$ cat src/rtl/bft_pkg.sv
// Shared definitions for the BFT leaf endpoint: direction codes, default
// packet geometry and the VOID packet constant.
package bft_pkg;

  // Same codes as the t-switch direction encodings.
  typedef enum logic [1:0] {
    VOID  = 2'b00,
    LEFT  = 2'b01,
    RIGHT = 2'b10,
    UP    = 2'b11
  } bft_dir_e;

  localparam int BFT_ADDR_W    = 5;
  localparam int BFT_PAYLOAD_W = 32;
  localparam int BFT_P_W       = 1 + BFT_ADDR_W + BFT_PAYLOAD_W;

  // Packet = {valid, addr, payload}; offsets for the default geometry.
  localparam int BFT_PAYLOAD_LSB = 0;
  localparam int BFT_ADDR_LSB    = BFT_PAYLOAD_W;
  localparam int BFT_VALID_BIT   = BFT_P_W - 1;

  localparam logic [BFT_P_W-1:0] BFT_VOID_PKT = '0;

endpackage

$ cat src/rtl/bft_leaf_fifo.sv
// Synchronous FIFO with async active-high reset. Pointers carry one extra
// wrap bit so full and empty are distinguishable without a counter.
// A push while full is accepted only if a pop happens the same cycle.
module bft_leaf_fifo #(
  parameter int WIDTH = 37,
  parameter int DEPTH = 4
) (
  input  logic             clk,
  input  logic             rst,
  input  logic             push_i,
  input  logic [WIDTH-1:0] din_i,
  input  logic             pop_i,
  output logic [WIDTH-1:0] dout_o,
  output logic             full_o,
  output logic             empty_o
);

  localparam int AW = $clog2(DEPTH);

  logic [WIDTH-1:0] mem_q [DEPTH];
  logic [AW:0]      wr_q, wr_d;
  logic [AW:0]      rd_q, rd_d;
  logic             do_push, do_pop;

  assign empty_o = (wr_q == rd_q);
  assign full_o  = (wr_q[AW] != rd_q[AW]) && (wr_q[AW-1:0] == rd_q[AW-1:0]);
  assign dout_o  = mem_q[rd_q[AW-1:0]];

  // Accept/advance decisions; full with same-cycle pop still takes the push.
  always_comb begin
    do_pop  = pop_i && !empty_o;
    do_push = push_i && (!full_o || do_pop);
    wr_d    = wr_q + (AW+1)'(do_push);
    rd_d    = rd_q + (AW+1)'(do_pop);
  end

  // Pointer state.
  always_ff @(posedge clk or posedge rst) begin
    if (rst) begin
      wr_q <= '0;
      rd_q <= '0;
    end else begin
      wr_q <= wr_d;
      rd_q <= rd_d;
    end
  end

  // Storage array; contents are don't-care while empty, so no reset.
  always_ff @(posedge clk) begin
    if (do_push) mem_q[wr_q[AW-1:0]] <= din_i;
  end

endmodule

$ cat src/rtl/bft_leaf_interface.sv
// PE-side endpoint of the deflection-routed BFT. Injects buffered PE
// packets on the uplink and absorbs downlink packets addressed here,
// bouncing them back up when they cannot be taken.
// Optional feature macro: BFT_LEAF_BOUNCE_CNT_EN (adds bounce_cnt port).
module bft_leaf_interface
  import bft_pkg::*;
#(
  parameter int ADDR_W     = BFT_ADDR_W,
  parameter int PAYLOAD_W  = BFT_PAYLOAD_W,
  parameter int LEAF_ADDR  = 0,
  parameter int FIFO_DEPTH = 4
) (
  input  logic                        clk,
  input  logic                        reset,
  input  logic [ADDR_W+PAYLOAD_W-1:0] pe_in_data,
  input  logic                        pe_in_valid,
  output logic                        pe_in_ready,
  output logic [ADDR_W+PAYLOAD_W-1:0] pe_out_data,
  output logic                        pe_out_valid,
  input  logic                        pe_out_ready,
  input  logic [ADDR_W+PAYLOAD_W:0]   tree_in,
  output logic [ADDR_W+PAYLOAD_W:0]   tree_out
`ifdef BFT_LEAF_BOUNCE_CNT_EN
  ,
  output logic [15:0]                 bounce_cnt
`endif
);

  localparam int P_W = 1 + ADDR_W + PAYLOAD_W;
  localparam int D_W = ADDR_W + PAYLOAD_W;

  logic           tx_push, tx_pop, tx_full, tx_empty;
  logic [D_W-1:0] tx_dout;
  logic           rx_push, rx_pop, rx_full, rx_empty;
  logic           in_valid, addr_hit, bounce;
  logic [P_W-1:0] tree_out_q, tree_out_d;

  assign pe_in_ready  = !tx_full;
  assign pe_out_valid = !rx_empty;
  assign tree_out     = tree_out_q;

  // Downlink handling and uplink selection: bounce > tx head > VOID.
  always_comb begin
    in_valid   = tree_in[P_W-1];
    addr_hit   = (tree_in[P_W-2 -: ADDR_W] == ADDR_W'(LEAF_ADDR));
    tx_push    = pe_in_valid && !tx_full;
    rx_pop     = pe_out_ready && !rx_empty;
    rx_push    = in_valid && addr_hit && (!rx_full || rx_pop);
    bounce     = in_valid && !rx_push;
    tx_pop     = !bounce && !tx_empty;
    tree_out_d = '0;
    if (bounce)      tree_out_d = tree_in;
    else if (tx_pop) tree_out_d = {1'b1, tx_dout};
  end

  // Registered uplink.
  always_ff @(posedge clk or posedge reset) begin
    if (reset) tree_out_q <= '0;
    else       tree_out_q <= tree_out_d;
  end

`ifdef BFT_LEAF_BOUNCE_CNT_EN
  logic [15:0] bounce_cnt_q;
  assign bounce_cnt = bounce_cnt_q;

  // Saturating count of bounces from either cause.
  always_ff @(posedge clk or posedge reset) begin
    if (reset)                              bounce_cnt_q <= '0;
    else if (bounce && bounce_cnt_q != '1)  bounce_cnt_q <= bounce_cnt_q + 16'd1;
  end
`endif

  bft_leaf_fifo #(.WIDTH(D_W), .DEPTH(FIFO_DEPTH)) u_tx (
    .clk     (clk),
    .rst     (reset),
    .push_i  (tx_push),
    .din_i   (pe_in_data),
    .pop_i   (tx_pop),
    .dout_o  (tx_dout),
    .full_o  (tx_full),
    .empty_o (tx_empty)
  );

  bft_leaf_fifo #(.WIDTH(D_W), .DEPTH(FIFO_DEPTH)) u_rx (
    .clk     (clk),
    .rst     (reset),
    .push_i  (rx_push),
    .din_i   (tree_in[D_W-1:0]),
    .pop_i   (rx_pop),
    .dout_o  (pe_out_data),
    .full_o  (rx_full),
    .empty_o (rx_empty)
  );

endmodule

$ cat config.mk
export PLATFORM = sky130hd
export DESIGN_NAME = bft_leaf_interface
export DESIGN_NICKNAME = d
export VERILOG_FILES = /design/src/rtl/bft_pkg.sv /design/src/rtl/bft_leaf_fifo.sv /design/src/rtl/bft_leaf_interface.sv
export SDC_FILE = /design/constraint.sdc
export NUM_CORES = 1
export LEC_CHECK = 0
export CORE_ASPECT_RATIO = 2
export CORE_UTILIZATION = 60
export CTS_CLUSTER_SIZE = 28
export DETAILED_ROUTE_END_ITERATION = 12
export PLACE_DENSITY = 0.81
export SYNTH_ARGS = -nofsm -noshare
export SYNTH_HDL_FRONTEND = slang
export SYNTH_SLANG_ARGS = --single-unit
$ cat constraint.sdc
create_clock -name clk -period 6.2 [get_ports clk]
set_input_delay 1.24 -clock clk [delete_from_list [all_inputs] [get_ports clk]]
set_output_delay 1.24 -clock clk [all_outputs]
set_load 0.05 [all_outputs]
==> flow_summary.ini <==
[setup_path]
reg2reg_from = u_tx.rd_q[1]
crit_chain = buf_4, mux4_2, clkdlybuf4s50_1
cp_slowest_cell = dfrtp_2
crit_fanout = 25
endpoint_kind = output pin
worst-endpoint-required_ns = 4.96
cp-startpoint = u_rx.rd_q[0]
crit_family = buffers and inverters
cp.arrival_ns = 3.17
critPathKind = reg -> out
critPathBufInv = 2
start_kind = register
crit_path_max_incr_delay_ns = 0.91

[sta]
hold_viol = 0
finalSetupViolCount = 0
relSlewSlack_pct = 24.42
fmax_ghz = 0.2265
rsz0062_at_grt = no
fin_tns_setup_ns = 0
fin_hold_ws_ns = 0.4893
tightest_slew_ns = 1.129
maxSlewViolCount = 0
fin_crit_sh_pct = 71.20
timing.final.crit_period_ns = 4.415
skew_ns = 0.02349

[detailed_routing]
drt.antenna.violating_nets = 0
vias = 6047
routed_wl_um = 24820
dr.pass1.iters = 4
drt-initial-drc-count = 375
drc = 0
post_drt_wl_per_cell_um = 24.17
via_per_inst = 5.888

[die]
die_w_um = 106.1
dieHeight_um = 210.2
core_um2 = 21110
start_util_pct = 61.59
std_cell_rows = 75
ioPinCount = 156
design.die.area_um2 = 22300

[synth]
syn_area_um2 = 13000
synth_edf_count = 296
avgSynthCellArea_um2 = 22.94
synth_top_area_share_pct = 68.35
synth_common_cells = 296 x edfxtp_1, 74 x mux4_2, 50 x dfrtp_1, 33 x nor2b_1, 18 x mux2_2
ys_seq_elements = 346
synth_cell_types = 31
syn_nets = 654
synth-seq-area-share_pct = 77.97
synth_cells = 567
ys_warn_count = 0
yosys.area.top_type = edfxtp_1
ys_top_cells_by_area = edfxtp_1 68%, mux4_2 13%, dfrtp_1 9.6%
async_reset_ff_share_pct = 14.45
yosysMostFrequentCell = edfxtp_1
synth_flop_cell = edfxtp_1

[grt]
antenna_found_initial = 2
grt_pass1_wl_um = 38770
overflow = 0
grt_max_degree = 51
track_usage_pct = 23.61
first_global_vias = 6662

[placement]
dpl_cell_area_um2 = 14870
dp_hpwl_um = 16000
gp_congestion = 0.8806
port_buffers = 155

[power_and_ir_drop]
powerDensity_nw_per_um2 = 509.5
ir_drop_uv = 423.3
power_mw = 8.072
cellLeakagePower_nw = 5.397

[cts]
clkTransAtPathRegs_ns = 0.08
cts_buffers = 27
clock-sinks = 346
postCtsResizedCells = 0
cts_max_level = 1
cts_root_buf = clkbuf_16
clkLatencyLatePin_ns = 0.55
cts_hold_buf = 0
cts_tree = yes
cts.path.max_buffers = 3
cts_setup_buffers = 0

[layout]
fin_nets = 824
utilization_pct = 75.04
finalInstanceArea_um2 = 15840
syn_to_final_growth_pct = 21.83
drive_gt1_share_pct = 24.17

[min_path]
hold_path.class = reg -> reg
min-delay-start = u_rx.wr_q[2]

[run]
maxCapViolations = 0

[run_status]
status = completed
final cells by class:
type | instances | area, µm²
Sequential cell | 346 | 10140
Timing Repair Buffer | 165 | 1627
Clock inverter | 18 | 231.5
Multi-Input combinational cell | 194 | 2748
Tap cell | 269 | 336.6
Fill cell | 1146 | 5270
Inverter | 3 | 11.26
Antenna cell | 1 | 2.502
Clock buffer | 31 | 743.2
registers in the layout, summed over array words and instances (netlist names):
name / cells
u_tx.mem_q: 148
u_rx.mem_q: 148
u_tx.wr_q: 3
u_tx.rd_q: 3
tree_out: 38
u_rx.wr_q: 3
u_rx.rd_q: 3
power by group:
| group | leakage [nW] | internal [mW] | switching (mW) |
|---|---|---|---|
| logic | 1.64 | 1.25 | 1.73 |
| registers | 3.28 | 2.94 | 0.289 |
| clock network | 0.483 | 1.08 | 0.784 |
cell usage in the layout (no fill, tap or decap), drive strengths merged, types with 9 or more instances in the layout:
cell / netlist / layout
edfxtp: 296 / 296
clkdlybuf4s50: 0 / 155
mux4: 74 / 74
dfrtp: 50 / 50
nor2b: 33 / 33
mux2: 33 / 33
clkbuf: 6 / 31
buf: 18 / 10
clkinv: 0 / 9
layer usage:
layer | part of all wire [%] | GRT usage, % | vias to the layer above | routed length, µm
li1 | - | - | 2637 | -
met1 | 36 | 28.32 | 3180 | 8836
met2 | 57 | 43.60 | 185 | 14140
met3 | 4.4 | 2.783 | 45 | 1104
met4 | 3.0 | 8.285 | 0 | 736
met5 | 0 | 0 | - | 0
kinds of logic after synthesis:
kind of cell / Yosys count / synth area share (%)
xor+xnor: 10 / 0.6735
simple gates: 63 / 2.992
fa+ha+maj: 8 / 0.7697
compound gates: 6 / 0.2887
buf+inv: 27 / 1.203
mux: 107 / 16.11
flops: 346 / 77.97
through the flow:
stage          instances  setup WS, ns
2_1_floorplan        567        0.8499
3_3_place_gp         977         2.194
3_5_place_dp         977         2.091
4_1_cts             1026         1.690
5_1_grt             1027         1.570
6_report            1027         1.786
final timing paths:
path	to	slack, ns	cells after the start
max	pe_out_data[18]	1.79	3
min	u_rx.wr_q[2]	0.49	1
max reg2reg	u_tx.mem_q[2][23]	2.70	5
min reg2reg	u_rx.wr_q[2]	0.49	1
max in group asynchronous	u_tx.rd_q[1]	4.53	3
min in group asynchronous	tree_out[34]	1.19	3
worst reg2reg max path, stage by stage (launching register included):
cell and delay [ns]:
dfrtp_2 0.99, xor2_1 0.36, or3_1 0.21, nand2_1 0.16, nor3b_2 0.95, buf_4 0.49
Power figures use the tool's default switching activity.
